**src/rtl/alu_regheap_ctrl_pkg.sv**
```systemverilog
// rtl/alu_regheap_ctrl_pkg.sv - shared widths, R-type encodings and FSM states for the ALU sequencer
package alu_regheap_ctrl_pkg;

  localparam int XLEN_DEF   = 32;
  localparam int REG_AW_DEF = 5;
  localparam int OP_W_DEF   = 4;
  localparam int FLAG_W_DEF = 4;

  localparam logic [6:0] OPCODE_OP  = 7'b0110011;
  localparam logic [6:0] F7_BASE    = 7'b0000000;
  localparam logic [6:0] F7_ALT     = 7'b0100000;
  localparam logic [2:0] F3_ADD_SUB = 3'b000;
  localparam logic [2:0] F3_SRL_SRA = 3'b101;

  typedef enum logic [2:0] {
    ST_IDLE = 3'd0,
    ST_READ = 3'd1,
    ST_EXEC = 3'd2,
    ST_WB   = 3'd3,
    ST_RESP = 3'd4
  } state_t;

endpackage

```
**src/rtl/alu_regheap_ctrl_rtype_decode.sv**
```systemverilog
// rtl/alu_regheap_ctrl_rtype_decode.sv - combinational RV32 R-type field split and legality check
module rtype_decode
  import alu_regheap_ctrl_pkg::*;
#(
  parameter int XLEN   = XLEN_DEF,
  parameter int REG_AW = REG_AW_DEF,
  parameter int OP_W   = OP_W_DEF
) (
  input  logic [XLEN-1:0]   instr,
  output logic [REG_AW-1:0] rs1,
  output logic [REG_AW-1:0] rs2,
  output logic [REG_AW-1:0] rd,
  output logic [OP_W-1:0]   alu_op,
  output logic              legal
);

  logic [6:0] opcode;
  logic [6:0] funct7;
  logic [2:0] funct3;

  assign opcode = instr[6:0];
  assign funct3 = instr[14:12];
  assign funct7 = instr[31:25];
  assign rd     = instr[11:7];
  assign rs1    = instr[19:15];
  assign rs2    = instr[24:20];
  assign alu_op = {funct7[5], funct3};

  // The alternate funct7 only selects SUB and SRA; any other pairing is undecodable.
  assign legal = (opcode == OPCODE_OP) &&
                 ((funct7 == F7_BASE) ||
                  ((funct7 == F7_ALT) && ((funct3 == F3_ADD_SUB) || (funct3 == F3_SRL_SRA))));

endmodule

```
**src/rtl/alu_regheap_ctrl.sv**
```systemverilog
// rtl/alu_regheap_ctrl.sv - READ/EXEC/WB sequencer for the ALU + register heap
// ALU_CTRL_PERF_EN adds retired_cnt / illegal_cnt response counters.
module alu_regheap_ctrl
  import alu_regheap_ctrl_pkg::*;
#(
  parameter int XLEN   = XLEN_DEF,
  parameter int REG_AW = REG_AW_DEF,
  parameter int OP_W   = OP_W_DEF,
  parameter int FLAG_W = FLAG_W_DEF
) (
  input  logic              clk,
  input  logic              rst_n,
  input  logic              instr_valid,
  output logic              instr_ready,
  input  logic [XLEN-1:0]   instr,
  output logic [REG_AW-1:0] r_addr_a,
  output logic [REG_AW-1:0] r_addr_b,
  output logic [REG_AW-1:0] w_addr,
  output logic [OP_W-1:0]   alu_op,
  output logic              rd_strobe,
  output logic              alu_strobe,
  output logic              w_en,
  input  logic [XLEN-1:0]   res,
  input  logic [FLAG_W-1:0] flags,
  output logic              done_valid,
  input  logic              done_ready,
  output logic [XLEN-1:0]   done_res,
  output logic [FLAG_W-1:0] done_flags,
  output logic              illegal
`ifdef ALU_CTRL_PERF_EN
  ,
  output logic [31:0]       retired_cnt,
  output logic [15:0]       illegal_cnt
`endif
);

  state_t              state;
  logic [REG_AW-1:0]   dec_rs1;
  logic [REG_AW-1:0]   dec_rs2;
  logic [REG_AW-1:0]   dec_rd;
  logic [OP_W-1:0]     dec_op;
  logic                dec_legal;

  rtype_decode #(
    .XLEN   (XLEN),
    .REG_AW (REG_AW),
    .OP_W   (OP_W)
  ) u_decode (
    .instr  (instr),
    .rs1    (dec_rs1),
    .rs2    (dec_rs2),
    .rd     (dec_rd),
    .alu_op (dec_op),
    .legal  (dec_legal)
  );

  assign instr_ready = (state == ST_IDLE);

  always_ff @(posedge clk or negedge rst_n) begin
    if (!rst_n) begin
      state      <= ST_IDLE;
      r_addr_a   <= '0;
      r_addr_b   <= '0;
      w_addr     <= '0;
      alu_op     <= '0;
      rd_strobe  <= 1'b0;
      alu_strobe <= 1'b0;
      w_en       <= 1'b0;
      done_valid <= 1'b0;
      done_res   <= '0;
      done_flags <= '0;
      illegal    <= 1'b0;
    end else begin
      rd_strobe  <= 1'b0;
      alu_strobe <= 1'b0;
      w_en       <= 1'b0;
      case (state)
        ST_IDLE: begin
          if (instr_valid) begin
            r_addr_a <= dec_rs1;
            r_addr_b <= dec_rs2;
            w_addr   <= dec_rd;
            alu_op   <= dec_op;
            if (dec_legal) begin
              state     <= ST_READ;
              rd_strobe <= 1'b1;
              illegal   <= 1'b0;
            end else begin
              // Undecodable: skip the datapath and answer with a zeroed response.
              state      <= ST_RESP;
              done_valid <= 1'b1;
              illegal    <= 1'b1;
              done_res   <= '0;
              done_flags <= '0;
            end
          end
        end
        ST_READ: begin
          state      <= ST_EXEC;
          alu_strobe <= 1'b1;
        end
        ST_EXEC: begin
          state <= ST_WB;
          w_en  <= (w_addr != '0);
        end
        ST_WB: begin
          state      <= ST_RESP;
          done_res   <= res;
          done_flags <= flags;
          done_valid <= 1'b1;
        end
        ST_RESP: begin
          if (done_ready) begin
            state      <= ST_IDLE;
            done_valid <= 1'b0;
            illegal    <= 1'b0;
          end
        end
        default: state <= ST_IDLE;
      endcase
    end
  end

`ifdef ALU_CTRL_PERF_EN
  always_ff @(posedge clk or negedge rst_n) begin
    if (!rst_n) begin
      retired_cnt <= '0;
      illegal_cnt <= '0;
    end else if (done_valid && done_ready) begin
      if (illegal) illegal_cnt <= illegal_cnt + 16'd1;
      else         retired_cnt <= retired_cnt + 32'd1;
    end
  end
`endif

endmodule

```
**config.mk**
```make
export PLATFORM = sky130hd
export DESIGN_NAME = alu_regheap_ctrl
export DESIGN_NICKNAME = d
export VERILOG_FILES = /design/src/rtl/alu_regheap_ctrl_pkg.sv /design/src/rtl/alu_regheap_ctrl_rtype_decode.sv /design/src/rtl/alu_regheap_ctrl.sv
export SDC_FILE = /design/constraint.sdc
export NUM_CORES = 1
export LEC_CHECK = 0
export CORE_ASPECT_RATIO = 0.75
export CORE_MARGIN = 8
export CORE_UTILIZATION = 50
export CTS_BUF_LIST = sky130_fd_sc_hd__clkbuf_16
export DETAILED_ROUTE_END_ITERATION = 6
export DONT_BUFFER_PORTS = 1
export GPL_ROUTABILITY_DRIVEN = 0
export PLACE_DENSITY = 0.74
export SLEW_MARGIN = 5
export SYNTH_ARGS = -nofsm -noshare
export SYNTH_HDL_FRONTEND = slang
export SYNTH_SLANG_ARGS = --single-unit
```
**constraint.sdc**
```tcl
create_clock -name clk -period 1.7 [get_ports clk]
set_clock_uncertainty 0.05 [all_clocks]
set_input_delay 0.17 -clock clk [delete_from_list [all_inputs] [get_ports clk]]
set_output_delay 0.17 -clock clk [all_outputs]
set_load 0.05 [all_outputs]
```
Word level (Yosys, flattened, before mapping)
Cells that the tools add are included.
W data, S select, Z words.
{"block": "word_totals", "ff_bits": 63, "latchBits": 0, "mem_bits_rw": 0, "romBits": 0, "in_bits": 72, "out_inout_bits": 61, "wordCells": 60, "mem_count": 0}
{"block": "classes", "add_sub_neg": 0, "n_mul": 0, "n_div": 0, "magnitude_cmp": 0, "n_eq_ne": 10, "shift": 0, "muxes": 22, "n_bitwise": 0, "n_reduce_logical": 16}
{"cell": "$mux W32", "n": 2}
{"cell": "$pmux W32 S2", "n": 1}
{"cell": "$pmux W3 S5", "n": 1}
{"cell": "$eq A7 B6 Y1 const B", "n": 2}
{"cell": "$mux W1", "n": 10}
{"cell": "$mux W3", "n": 3}
{"cell": "$mux W4", "n": 2}
{"cell": "$pmux W4 S2", "n": 1}
{"cell": "$logic_not A7 Y1", "n": 1}
{"cell": "$eq A3 B2 Y1 const B", "n": 2}
{"cell": "$eq A3 B3 Y1 const B", "n": 2}
{"cell": "$logic_not A3 Y1", "n": 2}
{"cell": "$ne A2 B2 Y1 const B", "n": 3}
{"cell": "$reduce_and A3 Y1", "n": 2}
{"cell": "$reduce_bool A5 Y1", "n": 1}
{"cell": "$reduce_and A2 Y1", "n": 2}
{"cell": "$reduce_and A4 Y1", "n": 1}
{"cell": "$reduce_bool A2 Y1", "n": 2}
{"cell": "$eq A3 B1 Y1 const B", "n": 1}
{"cell": "$pmux W1 S3", "n": 1}
{"cell": "$reduce_bool A3 Y1", "n": 1}
{"cell": "$logic_and A1 B1 Y1", "n": 2}
{"cell": "$logic_or A1 B1 Y1", "n": 2}
{"cell": "$pmux W1 S2", "n": 1}

Longest topological paths before layout
Gate-level depths: netlist (run 1).
{"block": "depth", "depth_word": 8, "depth_mapped": 7, "depth_no_buf": 4}

By module
Synthesis (run 1) repeated with hierarchy kept, for this count alone.
{"block": "hier_totals", "cells_unflattened": 181, "hier_area_um2": 2703.8}
{"module": "alu_regheap_ctrl", "n_inst": 1, "cells_per_inst": 155, "area_per_inst_um2": 2504.9, "seq_area_each_um2": 1576.5}
{"module": "rtype_decode", "n_inst": 1, "cells_per_inst": 26, "area_per_inst_um2": 198.9, "seq_area_each_um2": 0.0}

Worst setup path after synthesis (run 1)
OpenSTA, ideal clock, no wires.
{"block": "synth_timing", "path_kind": "reg-to-reg", "start": "register state[1]", "end": "register w_addr[1]", "setup_ns": 0.066, "arrival_ns": 2.382, "t_required_ns": 1.584, "setup_slack_ns": -0.799, "path_stages_with_launch": 8, "n_path_buf": 3, "synth_period_minus_slack_ns": 2.499, "cell_sequence": "dfrtp_1 buf_2 nor3_1 and2_1 buf_2 buf_2 nand2_1 nand2_1"}
{"block": "synth_between", "elab_chain_cells": 2}
{"element": "from (decl)", "line": "alu_regheap_ctrl.sv:37", "text": "state_t state;"}
{"element": "from (signal assigned)", "line": "alu_regheap_ctrl.sv:61", "text": "state <= ST_IDLE;"}
{"element": "from (signal assigned)", "line": "alu_regheap_ctrl.sv:85", "text": "state <= ST_READ;"}
{"element": "from (signal assigned)", "line": "alu_regheap_ctrl.sv:90", "text": "state <= ST_RESP;"}
{"element": "$logic_not A3 Y1"}
{"element": "net instr_ready", "line": "alu_regheap_ctrl.sv:14", "text": "output logic instr_ready,"}
{"element": "$reduce_and A2 Y1 (no line)"}
{"element": "to (signal assigned)", "line": "alu_regheap_ctrl.sv:82", "text": "w_addr <= dec_rd;"}
{"element": "to (decl)", "line": "alu_regheap_ctrl.sv:18", "text": "output logic [REG_AW-1:0] w_addr,"}
The timed path passes the listed nets, and every way through them passes these cells.
A chain may end at the register's enable or synchronous reset.

Worst setup path after layout (run 1)
{"block": "layout_timing", "start": "register state[1]", "end": "register done_res[10]"}
{"block": "layout_between", "elab_chain_cells": 3, "elab_cells_between_ends": 7, "classes_between": "eq/ne: 3; mux: 1; reduce/logical: 3"}
{"element": "$eq A3 B2 Y1 / $logic_not A3 Y1 (equally long branches)", "line": "alu_regheap_ctrl.sv:77", "text": "case (state)"}
{"element": "$reduce_bool A2 Y1 (no line) / $ne A2 B2 Y1 (equally long branches)"}
{"element": "$reduce_and A3 Y1 (no line)"}
{"element": "to (signal assigned)", "line": "alu_regheap_ctrl.sv:108", "text": "done_res <= res;"}
{"element": "to (decl)", "line": "alu_regheap_ctrl.sv:27", "text": "output logic [XLEN-1:0] done_res,"}
Several ways; a longest one is shown, not always the timed one.

==> results of run 1 <==
==> cell type report <==
cell class	count	area, um^2	area share, %
Multi-Input combinational cell	131	818.3	23.80
Sequential cell	63	1577	45.85
Tap cell	60	75.07	2.183
Clock buffer	9	225.2	6.550
Clock inverter	7	87.58	2.547
Timing Repair Buffer	67	655.6	19.07
==> worst paths after layout <==
check | to | from
worst max-delay path | done_res[10] | state[1]
worst min-delay path | r_addr_a[1] | rst_n
worst max register to register | done_res[10] | state[1]
worst min register to register | w_en | w_addr[3]
max in group asynchronous | done_res[3] | rst_n
min in group clk | rd_strobe | instr[30]
==> repair_timing <==
| item | 4_1_cts | 5_1_grt |
|---|---|---|
| endpoints found under the hold margin | 119 | 63 |
| setup endpoints to repair | 0 | 0 |
| setup buffers | 0 | 0 |
==> flip-flops by register name, indices dropped and copies added, names as in the netlist <==
signal / cells
illegal: 1
rd_strobe: 1
done_res: 32
state: 3
alu_op: 4
r_addr_b: 5
r_addr_a: 5
alu_strobe: 1
w_addr: 5
w_en: 1
done_flags: 4
done_valid: 1
==> cell families after synthesis <==
| logic type | synth area share, % |
|---|---|
| xor gates and xnor gates | 0.7122 |
| and+or+nand+nor | 14.60 |
| buffers and inverters | 3.306 |
| AOI/OAI and AO/OA | 17.29 |
| DFF | 64.09 |
==> report_power, final <==
group	internal (W)	leakage, nW	total (W)	switching (W)
Combinational	0.000207	0.664	0.000474	0.000267
Sequential	0.00160	0.844	0.00197	0.000368
Clock	0.00127	0.147	0.00186	0.000597
==> cell usage in the layout (no fill, tap or decap), types with 2 or more instances in the layout <==
cell	Yosys	layout
dlygate4sd3_1	0	56
clkbuf_16	0	9
buf_4	0	10
nor2b_1	4	4
nor3_1	3	2
clkinvlp_4	0	2
clkinv_1	0	2
nand2_2	1	2
a22o_1	36	36
o21a_1	2	2
nor2_1	6	5
nand2_1	60	59
bufinv_16	0	2
and2_1	2	2
dfrtp_1	63	63
o21ai_0	3	3
==> per-layer routing <==
layer  vias to the layer above  global-route usage [%]  routed length, um
li1                        852                       -                  -
met1                       913                   20.49               2535
met2                        96                   31.65               3691
met3                         4                   7.699                566
met4                         0                   7.963                 68
met5                         -                       0                  0
==> per-stage QoR <==
stage | power [W] | setup TNS, ns | setup slack [ns] | cell area [um^2] | cells
4_1_cts | 0.004344 | 0 | 0.09856 | 3438 | 337
3_5_place_dp | 0.002362 | 0 | 0.1073 | 2565 | 265
5_1_grt | 0.004482 | 0 | 0.04372 | 3438 | 337
2_1_floorplan | 0.002263 | -0.3659 | -0.01220 | 2485 | 208
6_report | 0.004307 | 0 | 0.09411 | 3438 | 337
3_3_place_gp | 0.002348 | 0 | 0.1339 | 2565 | 265
==> metrics.yaml, run 1 <==
critPathTopFamily: "compound AO/OA/AOI/OAI gates"
maxSlewViolCount: 0
max-vdd-ir-drop_uv: 902.7
critical_path_buf_inv_count: 1
ys_seq_area_share_pct: 64.09
nNetsFinal: 344
ys_seq_elements: 63
die_w_um: 96.99
synth_common_cells: "dfrtp_1 (63), nand2_1 (60), a22o_1 (36)"
worstMarginPinSlew_ns: 0.5237
wl_per_cell_um: 20.36
yosys_warnings: 0
vias_per_cell: 5.534
vias: 1865
min_period_ns: 1.606
hold_violations: 63
drcViolationCount: 0
critPathRequiredTime_ns: 1.84
yosysMostFrequentCell: "dfrtp_1"
status: "finished, violations left"
synth_area_leaders: "dfrtp_1 (64%), a22o_1 (13%), nand2_1 (9.2%)"
yosysTopAreaCell: "dfrtp_1"
async_reset_ff_share_pct: 100.0
core_area_um2: 4817
grt_use_total_pct: 18.78
fmax_mhz: 622.7
diodes: 0
start_util_pct: 51.06
violations: "negative hold slack"
grt_max_degree: 64
antenna_found_initial: 0
avgSynthCellArea_um2: 11.83
critPathMaxStageDelay_ns: 0.38
clk_latency_ns: 0.31
synthesis.area_um2: 2460
arrival_ns: 1.75
synth_nets: 280
power_density_nw_per_um2: 1253
crit_cells: 5
drive_above_1_share_pct: 12.27
synth_edf_count: 0
worstSetupPathType: "reg2reg"
ios: 133
grt_pass1_vias: 2049
fp.dieArea_um2: 7444
final_core_util_pct: 71.38
cts_made_buffers: 9
clockBufferDepth: 2
synth_top_area_share_pct: 64.09
cts_tree: "done"
critPathLaunchType: "flip-flop"
path_cells: "or3b_1, a21oi_2, o41ai_4, buf_12, a22o_1"
p_leak_nw: 1.654
ant_nets: 0
nFillCells: 318
syn_to_final_growth_pct: 39.78
r2r_cells: 5
rrSetupSlack_ns: 0.09
crit_slowest_cell: "or3b_1"
setup_viol: 0
grt-ovfl-total: 0
max-cap-violations: 0
post_cts_resized: 0
crit_fanout: 36
die_h_um: 76.75
syn_inst: 208
cts_hold_buf: 56
drt_iter0_drc: 138
period_share_pct: 94.46
max_slew_margin_pct: 65.09
rsz0062_at_grt: "false"
yosysUniqueCellTypes: 27
hold_ws_ns: -0.4991
end_kind: "flip-flop"
wl_um: 6862
numPortBuffers: 0
clk_pin_slew_ns: 0.05
root_buffer: "clkbuf_16"
cts_sinks: 63
first_pass_iters: 4
rows: 22
grt_pass1_wl_um: 11050
cts-htree-levels: 3
hold_class: "in2async"
synth_ff_type: "dfrtp_1"
dpl.hpwl_um: 4114
Note: power is estimated with default switching activity, not from simulation.
==> inputs of run 2 (changes only) <==
Settings changed: PLACE_DENSITY 0.74 to 0.68.
==> run 2 against run 1 <==
The flow still finishes with violations (negative hold slack). Sequential cell count did not move. Maximum frequency fell by 1.1%. Sequential share of layout area grew 0.35 points. Power down 4.0%. Routed wire length decreased by 2.5%. Die area is the same. Clock power fell by 9.7%. Global-route usage fell by 0.73 points. Largest cell class unchanged.
==> metrics.yaml, run 2 (synthesis results as in run 1) <==
clockBufferDepth: 2
cts_hold_buf: 56
cts_sinks: 63
p_int_w: 0.002918
cts_made_buffers: 9
grt_pass1_wl_um: 11060
violations: "negative hold slack"
grt-ovfl-total: 0
critPathTopFamily: "compound AO/OA/AOI/OAI gates"
rsz0062_at_grt: "false"
fmax_mhz: 616.1
wl_um: 6688
finalSetupTns_ns: 0
max-cap-violations: 0
rrSetupSlack_ns: 0.08
regMostFlops: "done_res"
start_util_pct: 51.06
grt_pass1_vias: 2022
ios: 133
critPathLaunchType: "flip-flop"
end_kind: "flip-flop"
setup_viol: 0
wl_per_cell_um: 19.85
path_cells: "or3b_1, a21oi_2, o41ai_4, buf_12, a22o_1"
hold_ws_ns: -0.4971
die_w_um: 96.99
worstSetupPathType: "reg2reg"
seq_power_share_pct: 47.6
crit_fanout: 34
first_pass_iters: 4
grt_use_total_pct: 18.05
die_h_um: 76.75
hold_class: "in2async"
rows: 22
layout.cells.most_common: "dfrtp_1"
power_density_nw_per_um2: 1211
dpl.hpwl_um: 4415
nNetsFinal: 345
maxSlewViolCount: 0
grt_max_degree: 64
critPathMaxStageDelay_ns: 0.39
period_share_pct: 95.47
final_cell_mix: "dfrtp_1 (63), nand2_1 (59), dlygate4sd3_1 (56)"
cts_tree: "done"
crit_slowest_cell: "or3b_1"
drcViolationCount: 0
critical_path_buf_inv_count: 1
status: "finished, violations left"
fp.dieArea_um2: 7444
switching_share_pct: 29.39
drt_iter0_drc: 60
numPortBuffers: 0
drive_above_1_share_pct: 11.91
dp_cells: 266
p_clk_share_pct: 40.6
max_slew_margin_pct: 65.07
p_leak_nw: 1.650
worstMarginPinSlew_ns: 0.5240
min_period_ns: 1.623
ant_nets: 0
vias_per_cell: 5.466
core_area_um2: 4817
hold_violations: 63
cts-htree-levels: 3
diodes: 0
antenna_found_initial: 0
syn_to_final_growth_pct: 38.71
cts_setup_buffers: 0
root_buffer: "clkbuf_16"
clk_pin_slew_ns: 0.05
vias: 1842
arrival_ns: 1.77
pwr-share-comb_pct: 11.8
critPathRequiredTime_ns: 1.84
post_cts_resized: 0
final_cell_count_no_fill: 337
max-vdd-ir-drop_uv: 984.0
largest_reg_flops: 32
p_sw_w: 0.001215
clk_latency_ns: 0.31
run 2: routing by layer:
layer,vias to the layer above,part of all wire [%],track usage (%)
met5,-,0,0
met4,0,0.18,3.675
met3,2,8.8,7.878
met2,71,51,30.30
met1,917,40,20.95
li1,852,-,-
run 2: per-stage QoR:
stage          util (%)  total power [W]  setup WS, ns  area [um^2]  hold slack, ns
2_1_floorplan         -         0.002263      -0.01220         2485         -0.1756
3_3_place_gp      53.40         0.002351        0.1156         2572         -0.1740
3_5_place_dp      53.40         0.002370       0.05905         2572         -0.1742
4_1_cts           70.83         0.004164       0.05554         3412         -0.5091
5_1_grt           70.83         0.004283       0.01780         3412         -0.5098
6_report          70.83         0.004133       0.07700         3412         -0.4971
run 2: power by group through the flow:
stage | Sequential (W) | Clock (W) | Combinational [W]
CTS | 0.00197 | 0.00171 | 0.000485
detailed placement | 0.00199 | 0 | 0.000381
floorplan | 0.00205 | 0 | 0.000215
global route | 0.00198 | 0.00178 | 0.000531
finish | 0.00197 | 0.00168 | 0.000488
global placement | 0.00199 | 0 | 0.000364
run 2: final cells by class:
type | count | area (um^2)
Multi-Input combinational cell | 131 | 818.3
Fill cell | 337 | 1405
Timing Repair Buffer | 68 | 663.1
Clock buffer | 9 | 225.2
Sequential cell | 63 | 1577
Clock inverter | 6 | 53.80
Tap cell | 60 | 75.07
run 2: path summary, 6_finish.rpt:
check	start	end	cells past startpoint
min in group clk	instr[26]	rd_strobe	3
hold reg to reg	state[2]	state[1]	1
setup reg to reg	state[1]	done_res[15]	5
max in group asynchronous	rst_n	done_res[1]	0
hold / removal	rst_n	alu_op[3]	0
setup / recovery	state[1]	done_res[15]	5
run 2: worst register-to-register path, cell delays in order (launching register included):
cell,delay [ns]
dfrtp_1,0.37
or3b_1,0.39
a21oi_2,0.18
o41ai_4,0.13
buf_12,0.18
a22o_1,0.21
